**src/rtl/exe_sched.sv**
```systemverilog
// Execute-stage scheduler: routes one ID instruction to the ALU or the iterative MDU; optional perf counters via EXE_PERF_CNT_EN.
// Latency: ALU result valid 2 cycles after accept; MDU result valid 1 cycle after i_mdu_done (or after the MDU_TO watchdog).
// Backpressure: result held in OUT until i_ex_ready; o_id_ready only in IDLE or on the OUT handshake cycle (back-to-back issue).
module exe_sched #(
    parameter int unsigned XLEN   = 64,
    parameter int unsigned MDU_TO = 128
) (
    input  logic            clk,
    input  logic            rst,
    input  logic            i_id_valid,
    output logic            o_id_ready,
    input  logic [7:0]      i_inst_opcode,
    input  logic            i_use_mdu,
    input  logic [XLEN-1:0] i_op1,
    input  logic [XLEN-1:0] i_op2,
    input  logic [XLEN-1:0] i_op3,
    input  logic [4:0]      i_rd,
    input  logic            i_rd_wen,
    input  logic            i_flush,
    output logic            o_alu_ena,
    output logic [7:0]      o_alu_opcode,
    output logic [XLEN-1:0] o_alu_op1,
    output logic [XLEN-1:0] o_alu_op2,
    output logic [XLEN-1:0] o_alu_op3,
    input  logic [XLEN-1:0] i_alu_rd_wdata,
    input  logic            i_alu_pc_jmp,
    input  logic [XLEN-1:0] i_alu_pc_jmpaddr,
    output logic            o_mdu_start,
    output logic            o_mdu_kill,
    output logic [7:0]      o_mdu_opcode,
    output logic [XLEN-1:0] o_mdu_op1,
    output logic [XLEN-1:0] o_mdu_op2,
    input  logic            i_mdu_done,
    input  logic [XLEN-1:0] i_mdu_result,
    output logic            o_ex_valid,
    input  logic            i_ex_ready,
    output logic [4:0]      o_ex_rd,
    output logic            o_ex_rd_wen,
    output logic [XLEN-1:0] o_ex_wdata,
    output logic            o_ex_pc_jmp,
    output logic [XLEN-1:0] o_ex_pc_jmpaddr,
    output logic            o_mdu_timeout,
    output logic [63:0]     o_perf_alu_cnt,
    output logic [63:0]     o_perf_mdu_stall
);

    typedef enum logic [1:0] {S_IDLE, S_ALU, S_MDU_WAIT, S_OUT} state_t;

    state_t          state;
    state_t          state_nx;
    state_t          issue_st;
    logic [7:0]      opcode_q;
    logic [XLEN-1:0] op1_q;
    logic [XLEN-1:0] op2_q;
    logic [XLEN-1:0] op3_q;
    logic [4:0]      rd_q;
    logic            rd_wen_q;
    logic            mdu_first;
    logic [31:0]     wd_cnt;
    logic [XLEN-1:0] wdata_q;
    logic [XLEN-1:0] jmpaddr_q;
    logic            jmp_q;
    logic            ex_wen_q;
    logic            timeout_q;
    logic            accept;
    logic            mdu_done_ok;
    logic            wd_hit;

    assign o_id_ready  = !i_flush && (state == S_IDLE || (state == S_OUT && i_ex_ready));
    assign accept      = i_id_valid && o_id_ready;
    assign issue_st    = i_use_mdu ? S_MDU_WAIT : S_ALU;
    // A done arriving with flush is dropped; done beats the watchdog in the same cycle.
    assign mdu_done_ok = (state == S_MDU_WAIT) && i_mdu_done && !i_flush;
    assign wd_hit      = (MDU_TO != 0) && (state == S_MDU_WAIT) && !i_mdu_done && !i_flush
                         && ((wd_cnt + 32'd1) == MDU_TO);

    always_comb begin
        state_nx    = state;
        o_alu_ena   = 1'b0;
        o_mdu_start = 1'b0;
        o_mdu_kill  = 1'b0;
        o_ex_valid  = 1'b0;
        case (state)
            S_IDLE: begin
                if (accept) state_nx = issue_st;
            end
            S_ALU: begin
                o_alu_ena = 1'b1;
                state_nx  = S_OUT;
            end
            S_MDU_WAIT: begin
                // Never start an MDU op that is being killed in the same cycle.
                o_mdu_start = mdu_first && !i_flush && !wd_hit;
                o_mdu_kill  = i_flush || wd_hit;
                if (mdu_done_ok || wd_hit) state_nx = S_OUT;
            end
            S_OUT: begin
                o_ex_valid = 1'b1;
                if (i_ex_ready) state_nx = accept ? issue_st : S_IDLE;
            end
            default: state_nx = S_IDLE;
        endcase
        if (i_flush) state_nx = S_IDLE;
    end

    always_ff @(posedge clk) begin
        if (rst) begin
            state     <= S_IDLE;
            opcode_q  <= '0;
            op1_q     <= '0;
            op2_q     <= '0;
            op3_q     <= '0;
            rd_q      <= '0;
            rd_wen_q  <= 1'b0;
            mdu_first <= 1'b0;
            wd_cnt    <= '0;
            wdata_q   <= '0;
            jmpaddr_q <= '0;
            jmp_q     <= 1'b0;
            ex_wen_q  <= 1'b0;
            timeout_q <= 1'b0;
        end else begin
            state <= state_nx;
            if (accept) begin
                opcode_q  <= i_inst_opcode;
                op1_q     <= i_op1;
                op2_q     <= i_op2;
                op3_q     <= i_op3;
                rd_q      <= i_rd;
                rd_wen_q  <= i_rd_wen;
                mdu_first <= 1'b1;
                wd_cnt    <= '0;
            end
            if (state == S_MDU_WAIT) begin
                mdu_first <= 1'b0;
                wd_cnt    <= wd_cnt + 32'd1;
            end
            if (state == S_ALU) begin
                wdata_q   <= i_alu_rd_wdata;
                jmp_q     <= i_alu_pc_jmp;
                jmpaddr_q <= i_alu_pc_jmpaddr;
                ex_wen_q  <= rd_wen_q;
            end
            if (mdu_done_ok) begin
                wdata_q   <= i_mdu_result;
                jmp_q     <= 1'b0;
                jmpaddr_q <= '0;
                ex_wen_q  <= rd_wen_q;
            end
            // Timed-out op reports all-ones and must not write the register file.
            if (wd_hit) begin
                wdata_q   <= '1;
                jmp_q     <= 1'b0;
                jmpaddr_q <= '0;
                ex_wen_q  <= 1'b0;
                timeout_q <= 1'b1;
            end
        end
    end

    assign o_alu_opcode    = opcode_q;
    assign o_alu_op1       = op1_q;
    assign o_alu_op2       = op2_q;
    assign o_alu_op3       = op3_q;
    assign o_mdu_opcode    = opcode_q;
    assign o_mdu_op1       = op1_q;
    assign o_mdu_op2       = op2_q;
    assign o_ex_rd         = rd_q;
    assign o_ex_rd_wen     = ex_wen_q;
    assign o_ex_wdata      = wdata_q;
    assign o_ex_pc_jmp     = jmp_q;
    assign o_ex_pc_jmpaddr = jmpaddr_q;
    assign o_mdu_timeout   = timeout_q;

`ifdef EXE_PERF_CNT_EN
    logic [63:0] perf_alu_q;
    logic [63:0] perf_stall_q;

    always_ff @(posedge clk) begin
        if (rst) begin
            perf_alu_q   <= '0;
            perf_stall_q <= '0;
        end else begin
            if (state == S_ALU) perf_alu_q <= perf_alu_q + 64'd1;
            if (state == S_MDU_WAIT || (state == S_OUT && !i_ex_ready))
                perf_stall_q <= perf_stall_q + 64'd1;
        end
    end

    assign o_perf_alu_cnt   = perf_alu_q;
    assign o_perf_mdu_stall = perf_stall_q;
`else
    assign o_perf_alu_cnt   = '0;
    assign o_perf_mdu_stall = '0;
`endif

endmodule

```
**config.mk**
```make
export PLATFORM = sky130hd
export DESIGN_NAME = exe_sched
export DESIGN_NICKNAME = d
export VERILOG_FILES = /design/src/rtl/exe_sched.sv
export SDC_FILE = /design/constraint.sdc
export NUM_CORES = 1
export LEC_CHECK = 0
export BUFFER_PORTS_ARGS = -buffer_cell sky130_fd_sc_hd__buf_2
export CAP_MARGIN = 20
export CORE_AREA = 2 2 399 401
export DETAILED_ROUTE_END_ITERATION = 6
export DIE_AREA = 0 0 401 403
export PLACE_DENSITY = 0.4
export SYNTH_ARGS = -nofsm -noshare
export SYNTH_HDL_FRONTEND = slang
export SYNTH_SLANG_ARGS = --single-unit
```
**constraint.sdc**
```tcl
create_clock -name clk -period 9.7 [get_ports clk]
set_clock_uncertainty 0.1 [all_clocks]
set_input_delay 0.485 -clock clk [delete_from_list [all_inputs] [get_ports clk]]
set_output_delay 0.485 -clock clk [all_outputs]
set_load 0.05 [all_outputs]
```
# Word-level counts from Yosys, hierarchy flattened

Cells that the tools add are included.

Register bits after elaboration: 372
Bits of input ports: 406

Add/sub/neg operators: 1
Equal/unequal tests: 7
Multiplexer cells: 17
Reduce and logical (&&, ||, !) cells: 25

Operators by type and width:

| operator                                       | count |
|---|---|
| 2-to-1 mux 64 bit                              | 3 |
| 2-to-1 mux 32 bit                              | 2 |
| adder 32 x 1 -> 32 bit, second input constant  | 1 |
| == test 32 x 8 -> 1 bit, second input constant | 1 |
| logical AND 1 bit                              | 10 |
| 2-to-1 mux 2 bit                               | 5 |
| case mux 2 bit (4 select lines)                | 1 |
| 2-to-1 mux 1 bit                               | 6 |
| OR reduction 2 bit                             | 3 |
| == test 2 bit, second input constant           | 2 |
| != test 2 bit, second input constant           | 2 |
| nonzero test 2 bit                             | 2 |
| logical NOT 1 bit                              | 3 |
| logical OR 1 bit                               | 3 |
| AND reduction 3 bit                            | 1 |
| nonzero test 3 bit                             | 1 |
| OR reduction 3 bit                             | 1 |
| == test 2 x 1 -> 1 bit, second input constant  | 1 |
| logical NOT 2 bit                              | 1 |
| != test 2 x 1 -> 1 bit, second input constant  | 1 |

# Longest topological paths before layout

Gate-level depths: netlist (run 1).

Word-level depth: 8
Mapped depth: 13

# Least setup slack after synthesis (run 1)

No wires, ideal clock.

Path kind: reg2out
From: reg wd_cnt[0]
To: out o_mdu_start
Arrival: 3.189 ns
Setup slack: 5.926 ns
Stages on the path, launching flop included: 12
Buffers on the path: 3
Path through: dfxtp_1 ha_1 nand4_1 or4_1 buf_2 o31a_1 nor4_1 or4b_1 or3_1 buf_2 buf_6 and3_1

Longest elaborated chain between the ends: 6

Ends and longest elaborated chain:

| item                     | RTL line | source |
|---|---|---|
| start: declaration       | 59       | `logic [31:0] wd_cnt;` |
| start signal: assignment | 136      | `wd_cnt <= wd_cnt + 32'd1;` |
| adder 32 x 1 -> 32 bit   | 75       | `&& ((wd_cnt + 32'd1) == MDU_TO);` |
| == test 32 x 8 -> 1 bit  | 75       |  |
| logical AND 1 bit        | 75       |  |
| logical NOT 1 bit        | 93       | `o_mdu_start = mdu_first && !i_flush && !wd_hit;` |
| logical AND 1 bit        | 93       |  |
| 2-to-1 mux 1 bit         | 83       | `case (state)` |
| end: declaration         | 28       | `output logic o_mdu_start,` |

Every way passes these cells.

# Worst setup path in the final report (run 1)

Same ends and word-level chain as after synthesis.

==> impl_metrics.env, run 1 <==
export IMPL_crit_family="simple AND/OR/NAND/NOR gates"
export IMPL_leakage_nw=11.8
export IMPL_netlist_top_cell_by_area="dfxtp_1"
export IMPL_maxCapViolations=0
export IMPL_viasPerCell=3.38
export IMPL_synth_edf_count=0
export IMPL_max_vdd_ir_drop_v=0.000122
export IMPL_start_kind="register"
export IMPL_fmax_ghz=0.198
export IMPL_ff2ff_setup_slack_ns=5.19
export IMPL_post_route_util=0.168
export IMPL_ys_ff_latch=372
export IMPL_tightest_slew_ns=1.20
export IMPL_path_buf_inv=1
export IMPL_endpoint_kind="output pin"
export IMPL_design_area_um2=26500
export IMPL_worstPathRequired_ns=9.12
export IMPL_place_inst=4808
export IMPL_rsz0062_at_grt="no"
export IMPL_clk_latency_ns=0.63
export IMPL_drt_wl_total_um=86300
export IMPL_synth_area_leaders="dfxtp_1, buf_4, nand2_1"
export IMPL_period_share=0.521
export IMPL_place_area_um2=22200
export IMPL_crit_start="wd_cnt[0]"
export IMPL_synthDistinctLibCells=53
export IMPL_setup_viol=0
export IMPL_dieArea_um2=162000
export IMPL_cts_setup_buffers=0
export IMPL_synthCells=2127
export IMPL_area_growth_pct=54.7
export IMPL_numCtsBuffers=51
export IMPL_instances_no_fill=5165
export IMPL_synthesis_area_um2=17100
export IMPL_dr_pass1_iters=5
export IMPL_ant_nets=0
export IMPL_antenna_found_initial=26
export IMPL_hold_violations=0
export IMPL_htree_levels=2
export IMPL_synth_most_common_cell="nand2_1"
export IMPL_p_total_mw=4.83
export IMPL_place_gp_congestion=0.840
export IMPL_path_clk_slew_ns=0.06
export IMPL_io_pin_count=1011
export IMPL_grt_usage=0.0996
export IMPL_die_x_um=401
export IMPL_cp_slowest_cell="or4_1"
export IMPL_hp_class="in2reg"
export IMPL_slew_viol_final=0
export IMPL_first_global_vias=16359
export IMPL_synthArstFlopShare=0
export IMPL_drive_gt1_frac=0.330
export IMPL_r2r_start="wd_cnt[0]"
export IMPL_core_um2=157000
export IMPL_num_rows=146
export IMPL_relSlewSlack=0.203
export IMPL_cp_max_fo=24
export IMPL_synth_warnings=0
export IMPL_avgSynthCellArea_um2=8.05
export IMPL_route_detailed_drc=0
export IMPL_synthTopCellsByCount="nand2_1, dfxtp_1, a21oi_1"
export IMPL_portBuffers=882
export IMPL_cts_root_buf="clkbuf_16"
export IMPL_max_stage_delay_ns=0.64
export IMPL_vias=17465
export IMPL_grt_max_degree=156
export IMPL_grt_pass1_wl_um=118000
export IMPL_crit_arrival_ns=4.47
export IMPL_clockBufferDepth=3
export IMPL_synth_top_area_share=0.435
export IMPL_clkSinkCount=372
export IMPL_ys_seq_area_frac=0.435
export IMPL_status="completed"
export IMPL_cts_tree="built"
export IMPL_final_nets=3455
export IMPL_min_from="i_op3[47]"
export IMPL_synth_top_flop_cell="dfxtp_1"
export IMPL_path_class="reg2out"
export IMPL_initial_core_util=0.109
export IMPL_p_per_area_nw_per_um2=182
export IMPL_die_h_um=403
export IMPL_tns_ns=0
export IMPL_post_drt_wl_per_cell_um=16.7
export IMPL_dpl_hpwl_um=66100
export IMPL_drtIter0Drc=1085
export IMPL_fin_crit_ns=5.06
export IMPL_worstPathCellList="ha_1, nand4_1, or4_1, o31a_1, nor4_1, or4b_1, or3_4, and3_1, buf_2"
export IMPL_gr_total_overflow=0
[sequential cells by signal (all words and copies together), names as in the netlist, 5 cells and up]
name             flops
o_alu_op1           64
o_alu_op2           64
o_alu_op3           64
o_alu_opcode         8
o_ex_pc_jmpaddr     64
o_ex_rd              5
o_ex_wdata          64
wd_cnt              32
[metal layers]
metal | GRT usage | part of all wire
met1 | 0.125 | 0.43
met2 | 0.157 | 0.45
met3 | 0.0368 | 0.092
met4 | 0.0321 | 0.029
met5 | 0 | 0.0016
[stage by stage]
step | hold slack (ns) | worst slack, ns
floorplan | 0.336 | 5.93
global placement | 0.333 | 5.15
detailed placement | 0.343 | 5.20
CTS | 0.000334 | 4.57
global route | 0.0306 | 4.31
finish | 0.0694 | 4.64
[cells by family (layout without fill, tap and decap cells)]
group / count (synthesis) / count (layout) / share of synthesized area
simple gates: 735 / 735 / 0.180
compound gates: 445 / 445 / 0.143
buf+inv: 429 / 1259 / 0.157
flops: 372 / 372 / 0.435
mux: 133 / 133 / 0.0778
xor+xnor: 7 / 7 / 0.00358
fa+ha+maj: 5 / 5 / 0.00365
other cells: 1 / 137 / 0.000219
[power breakdown]
group	switching [mW]	internal (mW)	leakage (nW)
Sequential	0.0581	1.61	3.03
Clock	0.800	1.19	0.865
Combinational	0.859	0.309	7.87
[tightest hold or removal path, stage by stage]
cell	delay [ns]
buf_2	0.10
nand2_1	0.09
a21oi_1	0.07
[layout by cell type, fill, tap and decap left out, types with 6 or more instances in the layout]
cell,instances
a21oi_1,286
a21oi_2,20
a311oi_1,9
a31oi_1,9
and2_1,9
and3_1,10
and4_1,6
buf_2,881
buf_4,17
clkbuf_1,7
clkbuf_16,53
clkbuf_8,14
clkinv_2,6
conb_1,128
dfxtp_1,372
diode_2,9
dlygate4sd3_1,255
inv_1,11
mux2i_1,132
nand2_1,509
nand3_1,16
nand3b_1,9
nand4_1,14
nor2_1,107
nor3_1,11
nor4_1,13
o211ai_1,6
o21ai_0,92
or3_1,7
or4_1,9
xnor2_1,6
[final timing paths]
check                        to  cells after the start
min               o_alu_op3[47]                      3
min reg2reg          o_ex_rd[0]                      2
max reg2reg  o_ex_pc_jmpaddr[9]                     10
max                 o_mdu_start                      9
[final cells by class]
class	count	area, µm²
repair buffers	1155	7120
multi-input cells	1453	7500
clock buffers	74	1550
clock inverters	19	215
inverters	11	41.3
fillers	18000	131000
diodes	9	22.5
flip-flops and latches	372	7450
well taps	2072	2590
[repair_timing]
item,CTS,global route
endpoints found under the hold margin,255,0
gates resized for setup,0,0
hold buffers,255,0
No activity file was read; power rests on OpenSTA's default activity.
==> inputs of run 2 (changes only) <==
Settings changed: CORE_AREA 2 2 399 401 to 2 2 393 395, DIE_AREA 0 0 401 403 to 0 0 395 397.
Clock period 9.7 ns to 5.23 ns, I/O delays scaled along.
==> impl_metrics.env, run 2 (synthesized netlist as in run 1, its figures left out) <==
export IMPL_io_pin_count=1011
export IMPL_status="completed"
export IMPL_hp_class="in2reg"
export IMPL_crit_arrival_ns=4.34
export IMPL_worstPathCellList="ha_1, nand3_1, nor4_2, and4_1, o2111ai_1, or4_1, or3_4, and3_1, buf_2"
export IMPL_path_class="reg2out"
export IMPL_num_rows=144
export IMPL_antenna_found_initial=14
export IMPL_path_buf_inv=1
export IMPL_holdWs_ns=0.0551
export IMPL_mostFrequentLayoutCell="buf_2"
export IMPL_fmax_ghz=0.213
export IMPL_leakage_nw=12.5
export IMPL_netSwitchingFraction=0.344
export IMPL_route_detailed_drc=0
export IMPL_grt_max_degree=139
export IMPL_fill_cells=17260
export IMPL_slew_viol_final=0
export IMPL_ant_nets=0
export IMPL_drt_wl_total_um=79800
export IMPL_start_kind="register"
export IMPL_die_h_um=397
export IMPL_vias=18117
export IMPL_cp_slowest_cell="nor4_2"
export IMPL_period_share=0.899
export IMPL_relSlewSlack=0.324
export IMPL_worstPathRequired_ns=4.87
export IMPL_power_frac_seq=0.348
export IMPL_regArea_um2=7450
export IMPL_final_nets=3635
export IMPL_endpoint_kind="output pin"
export IMPL_portBuffers=882
export IMPL_core_um2=153000
export IMPL_drive_gt1_frac=0.309
export IMPL_place_gp_congestion=0.811
export IMPL_hold_path_depth=4
export IMPL_cts_tree="built"
export IMPL_clockBufferDepth=3
export IMPL_crit_family="simple AND/OR/NAND/NOR gates"
export IMPL_maxCapViolations=0
export IMPL_multi_input_area_um2=7500
export IMPL_grt_usage=0.0944
export IMPL_first_global_vias=17296
export IMPL_internal_power_mw=5.85
export IMPL_max_vdd_ir_drop_v=0.000234
export IMPL_dieArea_um2=157000
export IMPL_die_x_um=395
export IMPL_numCtsBuffers=49
export IMPL_rsz0062_at_grt="no"
export IMPL_cp_max_fo=18
export IMPL_pwr_share_clk=0.392
export IMPL_final_cell_mix="buf_2, nand2_1, dlygate4sd3_1"
export IMPL_post_drt_wl_per_cell_um=15.0
export IMPL_gr_total_overflow=0
export IMPL_path_clk_slew_ns=0.05
export IMPL_p_sw_mw=3.07
export IMPL_clkSinkCount=372
export IMPL_dr_pass1_iters=5
export IMPL_htree_levels=2
export IMPL_max_stage_delay_ns=0.69
export IMPL_hold_violations=0
export IMPL_dpl_hpwl_um=59600
export IMPL_viasPerCell=3.41
export IMPL_reg2regPathDepth=10
export IMPL_area_growth_pct=65.2
export IMPL_fin_crit_ns=4.70
export IMPL_combPwrFrac=0.260
export IMPL_clk_latency_ns=0.60
export IMPL_grt_pass1_wl_um=113000
export IMPL_cp_depth=9
export IMPL_initial_core_util=0.112
export IMPL_tightest_slew_ns=1.01
export IMPL_cts_root_buf="clkbuf_16"
export IMPL_setup_viol=0
export IMPL_p_per_area_nw_per_um2=315
export IMPL_tns_ns=0
export IMPL_drtIter0Drc=828
run 2: cell count changes in the layout (fill, tap and decap cells not counted), sizes merged:
| cell | change |
|---|---|
| diode | -4 |
| clkinvlp | -2 |
| dlygate4sd3 | +183 |
| buf | -1 |
| bufinv | +1 |
| inv | -5 |
run 2: final cells by class:
| cell class | count | area share |
|---|---|---|
| clock buffers | 74 | 0.0521 |
| repair buffers | 1337 | 0.321 |
| clock inverters | 13 | 0.00619 |
| inverters | 11 | 0.00146 |
| multi-input cells | 1453 | 0.265 |
| diodes | 5 | 0.000442 |
| well taps | 2044 | 0.0904 |
| flip-flops and latches | 372 | 0.263 |
run 2: power groups by stage:
stage               Sequential (mW)  Clock [mW]  Combinational, mW
floorplan                      3.67           0               1.03
global placement               3.16           0               2.01
detailed placement             3.17           0               2.01
CTS                            3.11        3.65               2.33
global route                   3.12        3.74               2.46
finish                         3.11        3.50               2.32
run 2: final timing paths:
check	startpoint	slack, ns	to
worst max-delay path	wd_cnt[0]	0.53	o_mdu_start
worst min register to register	o_mdu_timeout	0.34	o_mdu_timeout
worst min-delay path	i_mdu_done	0.06	o_ex_rd_wen
worst max register to register	wd_cnt[0]	0.55	o_ex_wdata[56]
run 2: per-stage QoR:
stage	instance area [µm²]	instances	total power [mW]	setup slack, ns	utilization
final	28300	5309	8.92	0.527	0.185
after CTS	28300	5303	9.08	0.514	0.185
after detailed placement	22200	4778	5.17	0.869	0.145
after global routing	28300	5307	9.32	0.276	0.185
after floorplan	17600	2254	4.70	1.68	-
after global placement	22200	4778	5.17	0.978	0.145
run 2: tightest hold or removal path: stages:
cell,delay (ns)
buf_2,0.12
a21oi_1,0.08
mux2i_1,0.17
nor3_1,0.06
run 2: routing by layer:
metal,global-route usage,wire length [µm],up-vias
li1,-,-,8934
met2,0.156,37500,672
met4,0.0369,2760,14
met3,0.0213,4910,110
met1,0.119,34600,8387
met5,0,84,-
run 2: timing repair:
| action | in CTS | in global routing |
|---|---|---|
| resized for setup | 0 | 0 |
| setup buffers | 0 | 0 |
| hold buffers | 438 | 0 |
| hold endpoints to repair | 352 | 0 |
